==> src/rtl/doodle_pkg.sv <==
// Shared types and default constants for the doodle vertical-motion controller.
package doodle_pkg;

   typedef enum logic [1:0] {
      ST_IDLE    = 2'd0,
      ST_ASCEND  = 2'd1,
      ST_DESCEND = 2'd2,
      ST_DEAD    = 2'd3
   } state_e;

   localparam int SCREEN_H  = 480;
   localparam int DOODLE_H  = 20;
   localparam int Y_W       = 10;
   localparam int V_W       = 8;
   localparam int Y_START   = 400;
   localparam int FLOOR_Y   = SCREEN_H - DOODLE_H;
   localparam int JUMP_V    = 8;
   localparam int BOOST_V   = 16;
   localparam int GRAVITY   = 1;
   localparam int VMAX_FALL = 8;

endpackage

==> src/rtl/doodle_vmotion_tick_sync.sv <==
// Two-flop synchronizer for a slow divider square wave with a rising-edge tick.
module tick_sync (
   input  logic clk,
   input  logic rst,
   input  logic async_in,
   output logic tick
);
   import doodle_pkg::*;

   logic sync1_q;
   logic sync2_q;
   logic prev_q;

   always_ff @(posedge clk or negedge rst) begin
      if (!rst) begin
         sync1_q <= 1'b0;
         sync2_q <= 1'b0;
         prev_q  <= 1'b0;
      end else begin
         sync1_q <= async_in;
         sync2_q <= sync1_q;
         prev_q  <= sync2_q;
      end
   end

   assign tick = sync2_q & ~prev_q;

endmodule

==> src/rtl/doodle_vmotion.sv <==
// Doodle vertical motion: integrates velocity/position on divider ticks,
// bounces on platforms, and detects falling off the bottom of the screen.
module doodle_vmotion #(
   parameter int Y_W       = doodle_pkg::Y_W,
   parameter int V_W       = doodle_pkg::V_W,
   parameter int Y_START   = doodle_pkg::Y_START,
   parameter int FLOOR_Y   = doodle_pkg::FLOOR_Y,
   parameter int JUMP_V    = doodle_pkg::JUMP_V,
   parameter int BOOST_V   = doodle_pkg::BOOST_V,
   parameter int GRAVITY   = doodle_pkg::GRAVITY,
   parameter int VMAX_FALL = doodle_pkg::VMAX_FALL
) (
   input  logic                  clk,
   input  logic                  rst,
   input  logic                  doodle_clk,
   input  logic                  gravity_clk,
   input  logic                  start,
   input  logic                  landed,
   input  logic                  power_signal,
   output logic [Y_W-1:0]        doodle_y,
   output logic signed [V_W-1:0] velocity,
   output logic                  jump_pulse,
   output logic                  falling,
   output logic                  dead
);
   import doodle_pkg::*;

   localparam logic [Y_W-1:0]        Y_START_C = Y_W'(Y_START);
   localparam logic [Y_W-1:0]        FLOOR_C   = Y_W'(FLOOR_Y);
   localparam logic signed [V_W-1:0] JUMP_NEG  = V_W'(-JUMP_V);
   localparam logic signed [V_W-1:0] BOOST_NEG = V_W'(-BOOST_V);
   localparam logic signed [V_W:0]   GRAV_EXT  = (V_W+1)'(GRAVITY);
   localparam logic signed [V_W:0]   VMAX_EXT  = (V_W+1)'(VMAX_FALL);

   logic dtick;
   logic gtick;

   state_e                  state_q;
   logic [Y_W-1:0]          y_q;
   logic signed [V_W-1:0]   vel_q;
   logic                    jump_q;
   logic                    falling_q;
   logic                    dead_q;

   logic signed [Y_W:0]     y_sum;
   logic [Y_W-1:0]          y_step;
   logic signed [V_W:0]     vel_ext;
   logic signed [V_W:0]     vel_inc;
   logic signed [V_W-1:0]   vel_grav;

   tick_sync u_doodle_sync (
      .clk      (clk),
      .rst      (rst),
      .async_in (doodle_clk),
      .tick     (dtick)
   );

   tick_sync u_gravity_sync (
      .clk      (clk),
      .rst      (rst),
      .async_in (gravity_clk),
      .tick     (gtick)
   );

   // Candidate position and velocity for this cycle, both from the old velocity.
   always_comb begin
      y_sum    = $signed({1'b0, y_q}) + $signed({{(Y_W+1-V_W){vel_q[V_W-1]}}, vel_q});
      vel_ext  = $signed({vel_q[V_W-1], vel_q});
      vel_inc  = vel_ext + GRAV_EXT;
      y_step   = y_q;
      vel_grav = vel_q;
      if (dtick) begin
         if (y_sum[Y_W]) begin
            y_step = '0;
         end else begin
            y_step = y_sum[Y_W-1:0];
         end
      end else begin
         y_step = y_q;
      end
      if (gtick) begin
         if (vel_inc > VMAX_EXT) begin
            vel_grav = VMAX_EXT[V_W-1:0];
         end else begin
            vel_grav = vel_inc[V_W-1:0];
         end
      end else begin
         vel_grav = vel_q;
      end
   end

   // Motion FSM; death outranks a bounce, and a bounce discards a same-cycle gravity tick.
   always_ff @(posedge clk or negedge rst) begin
      if (!rst) begin
         state_q   <= ST_IDLE;
         y_q       <= Y_START_C;
         vel_q     <= '0;
         jump_q    <= 1'b0;
         falling_q <= 1'b0;
         dead_q    <= 1'b0;
      end else begin
         jump_q <= 1'b0;
         case (state_q)
            ST_IDLE, ST_DEAD: begin
               if (start) begin
                  state_q   <= ST_ASCEND;
                  y_q       <= Y_START_C;
                  vel_q     <= JUMP_NEG;
                  jump_q    <= 1'b1;
                  falling_q <= 1'b0;
                  dead_q    <= 1'b0;
               end
            end
            ST_ASCEND, ST_DESCEND: begin
               if (y_step >= FLOOR_C) begin
                  state_q   <= ST_DEAD;
                  y_q       <= y_step;
                  vel_q     <= '0;
                  falling_q <= 1'b0;
                  dead_q    <= 1'b1;
               end else if ((state_q == ST_DESCEND) && dtick && landed) begin
                  state_q   <= ST_ASCEND;
                  vel_q     <= power_signal ? BOOST_NEG : JUMP_NEG;
                  jump_q    <= 1'b1;
                  falling_q <= 1'b0;
               end else begin
                  y_q   <= y_step;
                  vel_q <= vel_grav;
                  if (!vel_grav[V_W-1]) begin
                     state_q   <= ST_DESCEND;
                     falling_q <= 1'b1;
                  end
               end
            end
            default: begin
               state_q   <= ST_IDLE;
               y_q       <= Y_START_C;
               vel_q     <= '0;
               falling_q <= 1'b0;
               dead_q    <= 1'b0;
            end
         endcase
      end
   end

   assign doodle_y   = y_q;
   assign velocity   = vel_q;
   assign jump_pulse = jump_q;
   assign falling    = falling_q;
   assign dead       = dead_q;

endmodule

==> config.mk <==
export PLATFORM = sky130hd
export DESIGN_NAME = doodle_vmotion
export DESIGN_NICKNAME = d
export VERILOG_FILES = /design/src/rtl/doodle_pkg.sv /design/src/rtl/doodle_vmotion_tick_sync.sv /design/src/rtl/doodle_vmotion.sv
export SDC_FILE = /design/constraint.sdc
export NUM_CORES = 1
export LEC_CHECK = 0
export BUFFER_PORTS_ARGS = -buffer_cell sky130_fd_sc_hd__buf_2
export CORE_MARGIN = 10
export CORE_UTILIZATION = 52
export CTS_CLUSTER_SIZE = 10
export DETAILED_ROUTE_END_ITERATION = 12
export PLACE_DENSITY = 0.74
export SYNTH_ARGS = -nofsm -noshare
export SYNTH_HDL_FRONTEND = slang
export SYNTH_SLANG_ARGS = --single-unit
==> constraint.sdc <==
create_clock -name clk -period 3.1 [get_ports clk]
set_clock_uncertainty 0.2 [all_clocks]
set_input_delay 0.62 -clock clk [delete_from_list [all_inputs] [get_ports clk]]
set_output_delay 0.62 -clock clk [all_outputs]
set_load 0.02 [all_outputs]
Yosys cells after proc, flatten, opt, wreduce, memory -nomap -nowiden
Index checks and enable logic that the tools add are counted.
Word-level totals
  register bits: 29
  output and inout port bits: 21
  word-level logic and storage cells: 67
Operators by class
  $add $sub $neg: 2
  $lt $le $gt $ge: 2
  equality and inequality tests: 8
  multiplexer cells: 29
  bitwise operators: 4
  reductions and logical operators: 9
Operators with widths (count)
  10-bit 2-to-1 mux: 5
  8-bit 2-to-1 mux: 5
  10-bit one-hot mux with 2 select lines: 1
  8-bit one-hot mux with 2 select lines: 1
  11-bit by 8-bit adder with 11-bit output: 1
  10-bit by 9-bit >= comparator with 1-bit output, second input constant: 1
  8-bit by 2-bit adder with 9-bit output, second input constant: 1
  9-bit by 5-bit > comparator with 1-bit output, second input constant: 1
  1-bit 2-to-1 mux: 8
  2-bit 2-to-1 mux: 4
  4-bit != test, second input constant: 2
  2-bit AND reduction: 4
  1-bit one-hot mux with 2 select lines: 3
  2-bit == test, second input constant: 2
  4-bit 2-to-1 mux: 1
  2-bit != test, second input constant: 2
  2-bit one-hot mux with 2 select lines: 1
  2-bit OR reduction: 2
  3-bit != test, second input constant: 1
  1-bit bitwise AND: 2
  2-bit by 1-bit == test with 1-bit output, second input constant: 1
  1-bit logical AND: 2
  2-bit zero test: 1
  1-bit NOT: 2

Longest topological paths before layout
Gate-level depths: netlist of the first run.
  depth in word-level cells: 8
  depth in mapped cells: 12
  gate-level depth less buffers: 11

Modules after synthesis
Synthesis of the first run repeated with hierarchy kept, for this count alone.
Second synthesis, totals
  cells, all modules: 221
  area total of the unflattened synthesis: 2083.2 um2
By module, submodules not included
  doodle_vmotion: instances 1, cells an instance 213, area each 1905.6 um2, seq. area each 579.3 um2
  tick_sync: instances 2, cells an instance 4, area each 88.8 um2, seq. area each 75.1 um2

Worst setup path after synthesis of the first run
Ideal clock, no wire load.
  path kind: reg-to-reg
  from: register vel_q[0] (netlist: velocity[0])
  to: register vel_q[0] (netlist: velocity[0])
  library setup time: 121 ps
  data arrival time: 3024 ps
  slack: -245 ps
  stages on the path, launching flop included: 13
  path buffers: 1
  clock period less this slack: 3345 ps
  path through: dfrtp_1 ha_1 inv_1 fa_1 and2b_1 o2111ai_2 and3_4 a2111oi_4 nand4_2 and3_1 buf_6 a41o_4 a22o_1
Between the ends
  cells in the longest elaborated chain, start to end: 7
  elaborated cells between the ends (all ways): 13
  classes of those cells: add/sub: 2; order compare: 2; eq/ne: 1; mux: 7; reduce/logical: 1
Ends and longest elaborated chain
  start: declaration: line doodle_vmotion.sv:40  | logic signed [V_W-1:0] vel_q;
  start signal: assignment: line doodle_vmotion.sv:123  | vel_q <= power_signal ? BOOST_NEG : JUMP_NEG;
  start signal: assignment: line doodle_vmotion.sv:128  | vel_q <= vel_grav;
  8-bit by 2-bit adder with 9-bit output: line doodle_vmotion.sv:69  | vel_inc = vel_ext + GRAV_EXT;
  9-bit by 5-bit > comparator with 1-bit output: line doodle_vmotion.sv:82  | if (vel_inc > VMAX_EXT) begin
  8-bit 2-to-1 mux: line doodle_vmotion.sv:82
  8-bit 2-to-1 mux: line doodle_vmotion.sv:81  | if (gtick) begin
  8-bit 2-to-1 mux: line doodle_vmotion.sv:121  | end else if ((state_q == ST_DESCEND) && dtick && landed) begin
  8-bit 2-to-1 mux: line doodle_vmotion.sv:115  | if (y_step >= FLOOR_C) begin
  8-bit one-hot mux with 2 select lines: line doodle_vmotion.sv:103  | case (state_q)
Several ways; a longest one is shown, not always the timed one. The select of a mux whose other input is x is not followed.
A chain may end at the register's enable or synchronous reset.

Worst setup path after layout of the first run
  from: register y_q[0] (netlist: doodle_y[0])
  to: register y_q[2] (netlist: doodle_y[2])
Between the ends
  cells in the longest elaborated chain, start to end: 6
  elaborated cells between the ends (all ways): 9
  classes of those cells: add/sub: 1; order compare: 1; eq/ne: 1; mux: 5; reduce/logical: 1
Ends and longest elaborated chain
  start: declaration: line doodle_vmotion.sv:39  | logic [Y_W-1:0] y_q;
  start signal: assignment: line doodle_vmotion.sv:117  | y_q <= y_step;
  start signal: assignment: line doodle_vmotion.sv:127  | y_q <= y_step;
  11-bit by 8-bit adder with 11-bit output: line doodle_vmotion.sv:67  | y_sum = $signed({1'b0, y_q}) + $signed({{(Y_W+1-V_W){vel_q[V_W-1]}}, vel_q});
  10-bit 2-to-1 mux: line doodle_vmotion.sv:73  | if (y_sum[Y_W]) begin
  10-bit 2-to-1 mux *: line doodle_vmotion.sv:72  | if (dtick) begin
  10-bit by 9-bit >= comparator with 1-bit output / 10-bit 2-to-1 mux (equally long branches): line doodle_vmotion.sv:115, doodle_vmotion.sv:121
  10-bit 2-to-1 mux / 3-bit != test (equally long branches)
  10-bit one-hot mux with 2 select lines / 2-bit AND reduction (equally long branches)
Mark *: on every way between the ends. The rest lies on a longest branch, timed or not. The select of a mux whose other input is x is not followed.

==> results of run 1 <==
stage by stage:
step / setup TNS (ns) / total power, uW / setup slack [ns] / util
2_1_floorplan: 0 / 1940 / 0.00103 / -
3_3_place_gp: 0 / 2380 / 0.0137 / 0.601
3_5_place_dp: -0.172 / 2410 / -0.0435 / 0.601
4_1_cts: 0 / 2850 / 0.00885 / 0.633
5_1_grt: -0.915 / 3260 / -0.0873 / 0.662
6_report: 0 / 3050 / 0.0166 / 0.662
worst max-delay path by stage:
stage                start  depth (start not counted)  slack [ns]          end
2_1_floorplan  velocity[0]                         12       0.001  velocity[0]
3_3_place_gp   velocity[0]                         11        0.01  doodle_y[0]
3_5_place_dp   doodle_y[0]                         11       -0.04  doodle_y[0]
4_1_cts        doodle_y[0]                         11       0.009  doodle_y[0]
5_1_grt        doodle_y[0]                         10       -0.09  doodle_y[5]
6_report       doodle_y[0]                         11        0.02  doodle_y[2]
area by class of cell:
cell class,instances,area (um^2)
multi-input cells,180,1430
clock buffers,6,82.6
repair buffers,42,248
well taps,50,62.6
fillers,321,1350
clock inverters,2,37.5
flip-flops and latches,29,732
inverters,16,60.1
metal layers:
layer / up-vias / wire (um) / share of wire / GRT usage
met1: 986 / 2630 / 0.45 / 0.197
met5: - / 0 / 0 / 0
met3: 12 / 528 / 0.089 / 0.0498
met4: 0 / 111 / 0.019 / 0.0533
met2: 89 / 2630 / 0.45 / 0.237
li1: 970 / - / - / -
state kept, by name (all words and copies together), names as in the netlist:
name	cells
doodle_y	10
falling	1
u_gravity_sync.sync1_q	1
u_doodle_sync.sync2_q	1
velocity	8
dead	1
u_gravity_sync.sync2_q	1
u_gravity_sync.prev_q	1
u_doodle_sync.prev_q	1
u_doodle_sync.sync1_q	1
state_q	2
jump_pulse	1
synthesized netlist by cell type, types with 2 or more instances:
| master | instances |
|---|---|
| dfrtp_1 | 26 |
| nand2_1 | 22 |
| a21oi_1 | 16 |
| inv_1 | 16 |
| nand3_1 | 14 |
| ha_1 | 12 |
| o21ai_0 | 12 |
| nor2_1 | 9 |
| o31ai_1 | 6 |
| and3_1 | 5 |
| clkbuf_1 | 5 |
| xnor2_1 | 5 |
| a22o_1 | 4 |
| a31oi_1 | 4 |
| nand2b_1 | 4 |
| nand4_1 | 4 |
| dfstp_2 | 3 |
| nor3b_1 | 3 |
| o211ai_2 | 3 |
| o221ai_1 | 3 |
| o22ai_1 | 3 |
| a21oi_2 | 2 |
| a32o_1 | 2 |
| a41o_1 | 2 |
| and2b_1 | 2 |
| buf_2 | 2 |
| buf_6 | 2 |
| o21ai_1 | 2 |
| o21bai_1 | 2 |
| o41ai_1 | 2 |
| or2_2 | 2 |
| xor2_1 | 2 |
power groups by stage:
stage | Clock [uW] | Combinational (uW) | Sequential [uW]
after floorplan | 0 | 1230 | 704
after global placement | 0 | 1790 | 588
after detailed placement | 0 | 1820 | 591
after CTS | 423 | 1850 | 584
after global routing | 442 | 2220 | 599
final | 417 | 2040 | 590
logic make-up after synthesis:
| family | share of synthesized area |
|---|---|
| xor gates and xnor gates | 0.0287 |
| AOI/OAI and AO/OA | 0.297 |
| muxes | 0.00469 |
| and+or+nand+nor | 0.196 |
| adders and majority gates | 0.0797 |
| DFF | 0.342 |
| buffers and inverters | 0.0521 |
repair_timing:
action,CTS,global route
gates resized for setup,2,23
cloned,1,0
buffers inserted,0,2
pin swaps,1,13
endpoints found under the setup margin,8,18
==> results.cfg, run 1 <==
[run_status]
status = finished, final reports clean

[critical_path]
reg2regPathDepth = 11
crit_path_start_kind = register
critical_path_arrival_ns = 3.05
path_cells = ha_4, inv_2, fa_2, and2b_2, o2111ai_4, a211o_2, o211ai_4, nand4_4, a311o_2, nand3_1, o31ai_1
crit_buf_inv = 1
crit_fanout = 7
crit_required_ns = 3.07
cp_slowest_stage_delay_ns = 0.52
endpoint_kind = register
critPathKind = register to register
cp_top_family = compound AO/OA/AOI/OAI gates
timing.rr.end = doodle_y[2]
reg2reg_slack_ns = 0.02
critPathSlowestCell = a311o_2
r2r_start = doodle_y[0]

[synth]
ys_top_cells_by_area = dfrtp_1, ha_1, nand2_1, a21oi_1, dfstp_2
ys_types = 64
synth_seq_cells = 29
yosysSeqAreaShare = 0.342
netlist_area_mm2 = 0.00214
ys_warn_count = 0
yosysTopAreaCell = dfrtp_1
async_flop_share = 1.00
synth_edf_count = 0
synth_fp_nets = 253
synth_ff_type = dfrtp_1
syn_area_per_cell_um2 = 9.17
yosysTopAreaCellShare = 0.305
synthCells = 233

[floorplanning]
die_w_um = 84.1
initial_utilization = 0.534
coreArea_mm2 = 0.00400
rows = 23
die_h_um = 84.1
die_area_mm2 = 0.00707
ios = 28

[clock_network]
clk-insertion-delay-late_ns = 0.28
cts_buffer_depth = 2
htreeDepth = 2
hold_buffers = 0
path_clk_slew_ns = 0.07
cts_tree = built
cts_root_buf = clkbuf_8
cts.sinks = 29
numCtsBuffers = 5

[place]
dp.cells = 314
dp_hpwl_mm = 4.17
gp_congestion = 0.927
placed_area_mm2 = 0.00240
io_buffers = 27

[routing]
drt-vias-per-instance = 6.33
drt_iter0_markers = 141
first_pass_iters = 4
wl_per_cell_um = 18.2
num_vias = 2057
wl_mm = 5.90
drc = 0
detail-route-antenna-nets = 0

[layout]
layout.cells.non_filler = 325
finalNetCount = 294
drive_gt1_frac = 0.342
final_cell_mix = buf_2, dfrtp_1, nand2_1
layout_commonest_cell = buf_2
area_delta_synth_final_pct = 24.0
n_antenna_cell = 0
fin_area_mm2 = 0.00265

[global_route]
gr-total-overflow = 0
grt_max_degree = 30
grt_pass1_vias = 1918
antenna_found_initial = 0
grt_pass1_wl_mm = 9.23
grtUsageTotal = 0.155

[power]
p_comb_frac = 0.670
power_switching_uw = 1480
seqPwrFrac = 0.193
ir_drop_uv = 795
p_int_uw = 1570
p_per_area_mw_per_mm2 = 1150
p_clk_frac = 0.137
switching_share = 0.486
p_leak_uw = 0.00117

[sta]
setup_viol = 0
fin_crit_sh = 0.995
worst_slew_pin_slew_ns = 0.649
max-slew-margin-rel = 0.567
whs_ns = 0.155
min_period_ns = 3.08
rsz0062_at_grt = true
maxSlewViolCount = 0
finalHoldViolCount = 0
fmax_mhz = 324

[flow_run]
drv_cap = 0

[worst_hold_path]
min_path_type = primary input to async pin
Note: power is estimated with default switching activity, not from simulation.
==> run 2, diff against run 1 <==
--- a/config.mk
+++ b/config.mk
@@ -5,12 +5,13 @@
 export SDC_FILE = /design/constraint.sdc
 export NUM_CORES = 1
 export LEC_CHECK = 0
-export BUFFER_PORTS_ARGS = -buffer_cell sky130_fd_sc_hd__buf_2
+export CORE_ASPECT_RATIO = 0.5
 export CORE_MARGIN = 10
-export CORE_UTILIZATION = 52
+export CORE_UTILIZATION = 57
 export CTS_CLUSTER_SIZE = 10
 export DETAILED_ROUTE_END_ITERATION = 12
-export PLACE_DENSITY = 0.74
+export DONT_BUFFER_PORTS = 1
+export PLACE_DENSITY = 0.73
 export SYNTH_ARGS = -nofsm -noshare
 export SYNTH_HDL_FRONTEND = slang
 export SYNTH_SLANG_ARGS = --single-unit
==> results.cfg, run 2 (synthesized netlist as in run 1, its figures left out) <==
[place]
post-place-ws_ns = -0.0230
placed_area_mm2 = 0.00237
dp.cells = 301
gp_congestion = 0.942
io_buffers = 0
dp_hpwl_mm = 4.50

[sta]
whs_ns = 0.157
rsz0062_at_grt = true
maxSlewViolCount = 0
setup_viol = 6
max-slew-margin-rel = 0.600
setup_slack_ns = -0.0262
worst_slew_pin_slew_ns = 0.584
fmax_mhz = 320
finalHoldViolCount = 0
fin_crit_sh = 1.01
timing.setup.tns_ns = -0.0901
min_period_ns = 3.13

[clock_network]
numCtsBuffers = 5
cts_buffer_depth = 2
path_clk_slew_ns = 0.07
clk-insertion-delay-late_ns = 0.29
cts_tree = built
cts_root_buf = clkbuf_8
cts.sinks = 29
htreeDepth = 2

[flow_run]
drv_cap = 0

[floorplanning]
die_h_um = 63.3
initial_utilization = 0.609
coreArea_mm2 = 0.00351
rows = 15
die_w_um = 107
die_area_mm2 = 0.00674
ios = 28

[critical_path]
cp_slowest_stage_delay_ns = 0.39
path_cells = ha_4, inv_2, fa_2, and2b_2, o2111ai_4, a211o_4, o211ai_4, o211ai_4, buf_4, a311o_1, a21oi_1, a21oi_2
path_common_cell = o211ai_4
endpoint_kind = register
critical_path_arrival_ns = 3.14
crit_fanout = 7
critPathKind = register to register
crit_required_ns = 3.12
critPathSlowestCell = dfrtp_2
cp_top_family = compound AO/OA/AOI/OAI gates
crit_buf_inv = 2
crit_path_start_kind = register

[routing]
wl_per_cell_um = 19.8
drc = 0
drt_iter0_markers = 166
first_pass_iters = 5
detail-route-antenna-nets = 0
drt-vias-per-instance = 6.63
wl_mm = 6.31
num_vias = 2115

[global_route]
grt_pass1_vias = 1869
grt_max_degree = 30
antenna_found_initial = 0
grtUsageTotal = 0.174
grt_pass1_wl_mm = 9.78
gr-total-overflow = 0

[layout]
drive_gt1_frac = 0.306
area_delta_synth_final_pct = 26.1
finalNetCount = 287
largest_reg_flops = 10
fin_area_mm2 = 0.00269
n_antenna_cell = 0
layout.cells.non_filler = 319
layout_commonest_cell = buf_4
final_cell_mix = buf_4, dfrtp_1, nand2_1

[run_status]
violations = setup timing
status = finished with violations

[worst_hold_path]
min_path_type = primary input to register

[power]
p_per_area_mw_per_mm2 = 1140
ir_drop_uv = 881
p_leak_uw = 0.00116
-- run 2: cell count changes in the layout (fill, tap and decap cells not counted), moves of 2 or more --
cell	previous run	this run
buf_4	15	31
nand3_2	4	2
buf_2	27	0
nand3_1	10	12
buf_6	0	2
-- run 2: worst paths after layout --
check	start	end	slack (ns)	cells past startpoint
setup / recovery	velocity[0]	doodle_y[7]	-0.03	12
hold / removal	gravity_clk	u_gravity_sync.sync1_q	0.16	0
setup reg to reg	velocity[0]	doodle_y[7]	-0.03	12
hold reg to reg	u_doodle_sync.sync1_q	u_doodle_sync.sync2_q	0.16	0
max in group asynchronous	rst	doodle_y[8]	1.90	2
min in group asynchronous	rst	falling	0.56	2
-- run 2: final cells by class --
class	instances	area (um^2)
repair buffers	35	285
inverters	16	60.1
multi-input cells	180	1440
fillers	233	816
well taps	51	63.8
clock buffers	7	86.3
clock inverters	1	30.0
flip-flops and latches	29	732
-- run 2: timing repair --
action                                  CTS  global route
buffers inserted                          0             7
hold endpoints to repair                 29             0
hold buffers                              2             0
gates cloned                              0             1
pin swaps                                 1             6
endpoints found under the setup margin    7            18
resized for setup                         1            25
-- run 2: per-stage QoR --
stage,utilization,total power [uW]
floorplan,-,1940
global placement,0.674,2350
detailed placement,0.674,2380
CTS,0.716,2820
global route,0.768,3270
finish,0.768,3080
-- run 2: layer usage --
metal / vias up / track usage / routed length, um
li1: 956 / - / -
met1: 999 / 0.252 / 2780
met2: 129 / 0.246 / 2650
met3: 31 / 0.0558 / 705
met4: 0 / 0.0302 / 178
met5: - / 0 / 0
-- run 2: power by group --
group / switching (uW) / internal, uW
sequential: 102 / 499
combinational: 1260 / 809
clock: 151 / 262
total: 1510 / 1570
